==> src/rtl/fetch_pkg.sv <==
// Shared definitions for the instruction-fetch stage: opcodes, branch
// classification and the 2-bit saturating predictor counter.
package fetch_pkg;

   localparam logic [5:0] OPC_BEQ  = 6'h13;
   localparam logic [5:0] OPC_BNE  = 6'h14;
   localparam logic [5:0] OPC_BLT  = 6'h15;
   localparam logic [5:0] OPC_BGE  = 6'h16;
   localparam logic [5:0] OPC_BLTU = 6'h17;
   localparam logic [5:0] OPC_BGEU = 6'h18;
   localparam logic [5:0] OPC_BGTZ = 6'h19;
   localparam logic [5:0] OPC_HALT = 6'h31;

   typedef logic [1:0] bht_ctr_t;

   localparam bht_ctr_t SNT = 2'b00;
   localparam bht_ctr_t WNT = 2'b01;
   localparam bht_ctr_t WT  = 2'b10;
   localparam bht_ctr_t ST  = 2'b11;

   function automatic logic is_cond_branch(input logic [5:0] opcode);
      return (opcode >= OPC_BEQ) && (opcode <= OPC_BGTZ);
   endfunction

   function automatic bht_ctr_t ctr_step(input bht_ctr_t ctr, input logic taken);
      bht_ctr_t res;
      res = ctr;
      if (taken) begin
         if (ctr != ST) res = ctr + 2'd1;
      end else begin
         if (ctr != SNT) res = ctr - 2'd1;
      end
      return res;
   endfunction

endpackage

==> src/rtl/fetch_unit_bht.sv <==
// Branch history table: one 2-bit saturating counter per entry, read
// combinationally, trained on the clock edge, cleared asynchronously.
module bht
   import fetch_pkg::*;
#(
   parameter int       ENTRIES = 64,
   parameter bht_ctr_t INIT    = WNT,
   localparam int      IDX_W   = $clog2(ENTRIES)
) (
   input  logic             clk,
   input  logic             rst,
   input  logic [IDX_W-1:0] rd_idx,
   output bht_ctr_t         rd_ctr,
   input  logic             wr_en,
   input  logic [IDX_W-1:0] wr_idx,
   input  logic             wr_taken
);

   bht_ctr_t ctr_arr [ENTRIES];

   // Every counter must clear without a clock edge, so the table is kept
   // in individual flops rather than a RAM array.
   genvar gi;
   generate
      for (gi = 0; gi < ENTRIES; gi++) begin : g_ctr
         bht_ctr_t ctr_q;
         bht_ctr_t ctr_d;

         always_comb begin
            ctr_d = ctr_q;
            if (wr_en && (wr_idx == IDX_W'(gi))) ctr_d = ctr_step(ctr_q, wr_taken);
         end

         always_ff @(posedge clk or negedge rst) begin
            if (!rst) ctr_q <= INIT;
            else      ctr_q <= ctr_d;
         end

         assign ctr_arr[gi] = ctr_q;
      end
   endgenerate

   // Reads see the pre-update value when the same index is written this cycle.
   assign rd_ctr = ctr_arr[rd_idx];

endmodule

==> src/rtl/fetch_unit.sv <==
// Instruction-fetch stage: PC register, next-PC priority mux, branch/halt
// decode and BHT-based prediction of conditional branch targets.
module fetch_unit
   import fetch_pkg::*;
#(
   parameter int         PC_W        = 32,
   parameter int         IMEM_AW     = 10,
   parameter int         BHT_ENTRIES = 64,
   parameter logic [1:0] BHT_INIT    = 2'b01
) (
   input  logic               clk,
   input  logic               rst,
   input  logic               redirect,
   input  logic [PC_W-1:0]    redirect_addr,
   input  logic               stall,
   input  logic               switch_program,
   input  logic [PC_W-1:0]    switch_pc,
   output logic [IMEM_AW-1:0] imem_addr,
   input  logic [31:0]        imem_rdata,
   input  logic               upd_valid,
   input  logic [PC_W-1:0]    upd_pc,
   input  logic               upd_taken,
   output logic [31:0]        instr,
   output logic [PC_W-1:0]    pc_out,
   output logic [PC_W-1:0]    pc_1,
   output logic               pred_taken,
   output logic               halt
);

   localparam int IDX_W = $clog2(BHT_ENTRIES);

   logic [PC_W-1:0] pc_q;
   logic [PC_W-1:0] pc_d;
   logic [PC_W-1:0] target;
   logic [5:0]      opcode;
   logic            is_branch;
   bht_ctr_t        rd_ctr;
   logic            unused_upd_hi;

   assign unused_upd_hi = ^upd_pc[PC_W-1:IDX_W];

   assign imem_addr = pc_q[IMEM_AW-1:0];
   assign instr     = imem_rdata;
   assign opcode    = imem_rdata[31:26];
   assign is_branch = is_cond_branch(opcode);
   assign halt      = (opcode == OPC_HALT);
   assign pc_out    = pc_q;
   assign pc_1      = pc_q + PC_W'(1);
   assign target    = pc_1 + {{(PC_W-16){imem_rdata[15]}}, imem_rdata[15:0]};

   bht #(
      .ENTRIES (BHT_ENTRIES),
      .INIT    (BHT_INIT)
   ) u_bht (
      .clk      (clk),
      .rst      (rst),
      .rd_idx   (pc_q[IDX_W-1:0]),
      .rd_ctr   (rd_ctr),
      .wr_en    (upd_valid),
      .wr_idx   (upd_pc[IDX_W-1:0]),
      .wr_taken (upd_taken)
   );

   assign pred_taken = is_branch && rd_ctr[1];

   // Stall beats redirect; EX keeps redirect asserted until the stall clears.
   always_comb begin
      pc_d = pc_1;
      if (switch_program)          pc_d = switch_pc;
      else if (stall)              pc_d = pc_q;
      else if (halt && !redirect)  pc_d = pc_q;
      else if (redirect)           pc_d = redirect_addr;
      else if (pred_taken)         pc_d = target;
   end

   always_ff @(posedge clk or negedge rst) begin
      if (!rst) pc_q <= '0;
      else      pc_q <= pc_d;
   end

endmodule

==> config.mk <==
export PLATFORM = sky130hd
export DESIGN_NAME = fetch_unit
export DESIGN_NICKNAME = d
export VERILOG_FILES = /design/src/rtl/fetch_pkg.sv /design/src/rtl/fetch_unit_bht.sv /design/src/rtl/fetch_unit.sv
export SDC_FILE = /design/constraint.sdc
export NUM_CORES = 1
export LEC_CHECK = 0
export BUFFER_PORTS_ARGS = -buffer_cell sky130_fd_sc_hd__clkbuf_2
export CORE_MARGIN = 4
export CORE_UTILIZATION = 58
export CTS_BUF_LIST = sky130_fd_sc_hd__clkbuf_4 sky130_fd_sc_hd__clkbuf_8
export DETAILED_ROUTE_END_ITERATION = 7
export HOLD_SLACK_MARGIN = 0.06
export MAX_ROUTING_LAYER = met4
export PLACE_DENSITY_LB_ADDON = 0.08
export RECOVER_POWER = 50
export SETUP_SLACK_MARGIN = 0.1
export SLEW_MARGIN = 20
export SYNTH_ARGS = -nofsm -noshare
export SYNTH_HDL_FRONTEND = slang
export SYNTH_SLANG_ARGS = --single-unit
==> constraint.sdc <==
create_clock -name clk -period 6.03 [get_ports clk]
set_clock_uncertainty 0.2 [all_clocks]
set_input_delay 0.603 -clock clk [delete_from_list [all_inputs] [get_ports clk]]
set_output_delay 0.603 -clock clk [all_outputs]
set_load 0.02 [all_outputs]
[After elaboration in Yosys (flattened, before gate mapping)]
Index checks and enable logic that the tools add are counted.
Storage, ports and cells
  logic and storage cells: 855
  register bits after elaboration: 160
  input bits: 135
  output and inout bits: 108
Operators by class
  eq/ne operators: 194
  magnitude comparators: 3
  add/sub/neg operators: 130
  reduce and logical (&&, ||, !) cells: 262
  muxes and demuxes: 200
  bitwise logic cells: 1
Operator list (number)
  2-to-1 mux 2 bit: 194
  nonzero test 2 bit: 128
  equality test 6 bit, second input constant: 33
  AND reduction 3 bit: 64
  2-to-1 mux 32 bit: 5
  != test 2 x 1 -> 1 bit, second input constant: 65
  != test 2 bit, second input constant: 65
  adder 2 x 1 -> 2 bit, second input constant: 64
  subtractor 2 x 1 -> 2 bit, second input constant: 64
  equality test 6 x 5 -> 1 bit, second input constant: 16
  logical AND 1 bit: 67
  equality test 6 x 4 -> 1 bit, second input constant: 8
  adder 32 x 1 -> 32 bit, second input constant: 1
  adder 32 bit: 1
  equality test 6 x 3 -> 1 bit, second input constant: 4
  binary-select mux 2 bit (select 6 bit): 1
  equality test 6 x 2 -> 1 bit, second input constant: 2
  >= comparator 7 bit, second input constant: 1
  inverter 6 -> 7 bit: 1
  equality test 6 x 1 -> 1 bit, second input constant: 1
  >= comparator 6 x 5 -> 1 bit, second input constant: 1
  less-or-equal comparator 6 x 5 -> 1 bit, second input constant: 1
  zero test 6 bit: 1
  AND reduction 2 bit: 1
  zero test 1 bit: 1

[Logic depth before layout (Yosys ltp)]
  depth after elaboration: 10
  mapped depth: 17
  mapped depth without buffers: 15

[Hierarchy]
Synthesis repeated with hierarchy kept, for this count alone.
Second synthesis, totals
  cell total of the unflattened synthesis: 1597
  area, all modules: 12941.2 um2
By module, submodules not included
  bht: instances 1, cells an instance 935, area each 8125.3 um2
  fetch_unit: instances 1, cells an instance 662, area each 4815.9 um2

[Least setup slack after synthesis]
No wires, ideal clock.
  path kind: register to register
  from: reg pc_q[0], in the netlist pc_out[0]
  to: reg pc_q[31], in the netlist pc_out[31]
  period minus slack after synthesis: 4.732 ns
  library setup time: 0.095 ns
  required time: 5.735 ns
  stages on the path, launching flop included: 17
  data arrival time: 4.437 ns
  slack: 1.298 ns
  cell sequence: dfrtp_1 > buf_6 > buf_6 > buf_2 > nand3_1 > nor4_1 > nand3_1 > xnor2_1 > ha_1 > nand4_1 > nor3_1 > a211oi_1 > and3_1 > a2111oi_0 > or3_1 > and4_1 > o31ai_1
RTL lines
  from (decl): line fetch_unit.sv:32  | logic [PC_W-1:0] pc_q;
  from (signal assigned): line fetch_unit.sv:78  | else pc_q <= pc_d;
  adder 32 x 1 -> 32 bit: line fetch_unit.sv:48  | assign pc_1 = pc_q + PC_W'(1);
  net pc_1[17]: line fetch_unit.sv:25  | output logic [PC_W-1:0] pc_1,
  adder 32 bit: line fetch_unit.sv:49  | assign target = pc_1 + {{(PC_W-16){imem_rdata[15]}}, imem_rdata[15:0]};
  2-to-1 mux 32 bit: line fetch_unit.sv:73  | else if (pred_taken) pc_d = target;
  2-to-1 mux 32 bit: line fetch_unit.sv:72  | else if (redirect) pc_d = redirect_addr;
  2-to-1 mux 32 bit: line fetch_unit.sv:71  | else if (halt && !redirect) pc_d = pc_q;
  2-to-1 mux 32 bit: line fetch_unit.sv:70  | else if (stall) pc_d = pc_q;
  2-to-1 mux 32 bit: line fetch_unit.sv:69  | if (switch_program) pc_d = switch_pc;
The timed path passes the listed nets, and every way through them passes these cells. The select of a mux whose other input is x is not followed.
A chain may end at the register's enable or synchronous reset.

[Worst setup path in the final report]
  from: reg pc_q[2], in the netlist pc_out[2]
  to: reg pc_q[31], in the netlist pc_out[31]
Between the ends
  cells in the longest elaborated chain, start to end: 10
Ends and longest elaborated chain (line)
  parallel branches: the longest is 5 deep, another holds adder 32 x 1 -> 32 bit
  2-to-1 mux 32 bit (*): fetch_unit.sv:73
  2-to-1 mux 32 bit (*): fetch_unit.sv:72
  2-to-1 mux 32 bit (*): fetch_unit.sv:71
  2-to-1 mux 32 bit (*): fetch_unit.sv:70
  2-to-1 mux 32 bit (*): fetch_unit.sv:69
Every way passes the cells marked *. The select of a mux whose other input is x is not followed.

==> results.md <==
- Drt first pass iters: 6
- Slew HR: -136%
- Mapped Nets: 1702
- DR iter-0 viols: 920
- Yosys top cell by area: dfrtp_1
- Power per cell area: ~220 mW/mm^2
- GR Overflow Total: 0
- Slew Limit Fails: 66
- Fillers: 1801
- Post-synth EDFFs: 0
- Initial Util: 59.2%
- Req. time, crit path: 6.21 ns
- Slew @ Worst Pin: 3.54 ns
- Worst hold path type: in2reg
- Area share of the largest cell type after synthesis: 20.0%
- Reg2Reg Depth: 14
- CTS tree: built
- Synth Cell Area: approximately 0.012 mm^2
- Max Cap Viol: 1
- First-pass GRT wire length: 57300 um
- Row cnt: 52
- Ranking of synthesized cells by instance count: 221 x o21ai_0, 203 x nor2_1, 191 x nand2_1
- Worst-path clk slew: 0.10 ns
- Syn Area/Cell: 7.87 um^2
- GRT Util Overall: 30.9%
- Power Total: 2.92 mW
- # DRC: 0
- Layout cells sized above 1: 17.3%
- Main area contributors after synthesis: dfrtp_1 20%, dfstp_2 14%, o21ai_0 9.2%, a21oi_1 7.2%, nor2_1 6.3%
- Period Utilization, post-route: around 82%
- Via-to-Cell Ratio: 6.21
- Place WS: 1.18 ns
- Clock buffer depth: 2
- Outcome: finished with violations
- N_diodes: 0
- Wirelength, routed: roughly 35000 um
- Synth Register Bits: 160
- Min setup slack post-route: 1.06 ns
- Number of global-route vias before repair: about 11000
- Worst setup SP type: register
- Initial antenna violation count: 0
- Ys async rst share: 100%
- Critical path class: reg2reg
- Post-synth top flop: dfrtp_1
- Peak VDD IR: 161 uV
- Number of I/O pins: 243
- Tmin final: between 4 and 5 ns
- Root buffer selected by CTS: clkbuf_8
- Failing checks: max-capacitance violations, max-slew violations
- DIE AREA: between 0.02 and 0.025 mm^2
- Syn Inst Count: 1527
- Register area share after synthesis: between 30 and 40%
- Worst-Skew Late Latency: approximately 0.47 ns
- Final hold vios: 0
- Hold Slack: 0.139 ns
- PortBufs: 196
- Post-DP HPWL: around 26000 um
- TNS Setup: 0 ns
- Crit-path max FO: 14
- Worst Setup End Kind: register
- Pleak: 5.02 nW
- # nets final: 1828
- RSZ-0062 raised after global routing: false
- Synth unique cells: 69
- CTS Buf Count: 17
- Yosys warns: 0
- GP Congestion: 0.940
- CORE AREA: 0.0203 mm^2
- Fmax: 201 MHz
- Clock sinks: 160
- Die Width: roughly 150 um
- Most common cell in the netlist: o21ai_0
- Critical Path AT: 5.15 ns
- Area Growth Syn to Fin: 9.82%
- Hold path cells: 3
- Htree depth: 4
- Post-detailed-route count of antenna-violating nets: 0
- DR vias: 12000
- Largest net degree at the start of global routing: 75
- Die Height: 152 um
- Wire per inst: 18.3 um
- Final setup fails: 0
==> where the power goes <==
part           switching, mW  total [mW]  internal (mW)
clock network          0.476       0.794          0.317
registers              0.112        1.29           1.18
logic                  0.531       0.837          0.306
==> layer usage <==
layer  GRT usage (%)  vias to the layer above  wire length, um
met5               -                        -                0
li1                -                     5791                -
met3            5.26                       83             2470
met2            49.1                      461            16700
met1            39.5                     5688            15000
met4            12.3                        0             1160
==> worst paths after layout <==
path | startpoint | endpoint | slack (ns)
setup / recovery | pc_out[2] | pc_out[31] | 1.06
hold / removal | switch_pc[27] | pc_out[27] | 0.14
setup reg to reg | pc_out[2] | pc_out[31] | 1.06
hold reg to reg | u_bht.g_ctr[61].ctr_q[0] | u_bht.g_ctr[61].ctr_q[0] | 0.29
max in group asynchronous | rst | u_bht.g_ctr[16].ctr_q[1] | 1.18
min in group asynchronous | rst | u_bht.g_ctr[52].ctr_q[1] | 1.67
==> what timing repair did <==
action | 4_1_cts | 5_1_grt
resized for setup | 0 | 0
hold buffers | 1 | 0
buffers inserted | 0 | 0
hold endpoints to repair | 32 | 0
==> kinds of logic (layout without fill, tap and decap cells) <==
kind of cell	Yosys count	after routing	synth area share [%]
buffers and inverters	120	259	5.32
adders and majority gates	40	40	4.23
AOI/OAI and AO/OA	571	571	27.6
and+or+nand+nor	555	555	20.9
xor gates and xnor gates	43	43	3.13
DFF	160	160	34.0
muxes	38	38	4.85
==> per-stage QoR <==
step / utilization (%) / instance area (um^2) / cells
2_1_floorplan: - / 12000 / 1527
3_3_place_gp: 63.5 / 12900 / 1903
3_5_place_dp: 63.5 / 12900 / 1903
4_1_cts: 65.4 / 13300 / 1936
5_1_grt: 65.0 / 13200 / 1936
6_report: 65.0 / 13200 / 1936
==> worst max-delay path, stage by stage, from the launching register on <==
cell	delay, ns
dfrtp_1	0.79
nand4_1	0.27
nor4_1	0.35
buf_4	0.22
nand3_1	0.10
xnor2_1	0.41
ha_1	0.39
nand4_1	0.20
nor3_1	0.09
a211oi_1	0.60
and3_1	0.29
a2111oi_0	0.13
or3_1	0.39
and4_1	0.21
o31ai_1	0.21
==> placed cells by master, fill, tap and decap left out, drive strengths merged, types with 12 or more instances in the layout <==
master,synthesis,routed
o31ai,39,39
nand3,33,33
a21oi,174,174
nor3,14,14
dfrtp,96,96
mux4,15,15
nor3b,14,14
clkbuf,49,216
mux2,12,12
inv,14,24
a211oi,31,31
nand4,14,14
buf,56,13
xnor2,27,27
xor2,16,16
a31oi,28,28
a21o,15,15
o21ai,229,229
nor2,203,203
nand3b,12,12
nor2b,14,14
dfstp,64,64
nand2,191,191
ha,39,39
==> layout make-up <==
cell class                      count  area [um^2]  share of cell area, %
Inverter                           15         56.3                  0.427
Timing Repair Buffer              212         1030                   7.80
Clock inverter                     14          135                   1.02
Multi-Input combinational cell   1247         7310                   55.4
Tap cell                          270          338                   2.56
Clock buffer                       18          248                   1.88
Sequential cell                   160         4080                   30.9
==> state kept, by name (all words and copies together), names as in the netlist <==
name,cells
pc_out,32
u_bht.g_ctr.ctr_q,128
Note: power is estimated with default switching activity, not from simulation.
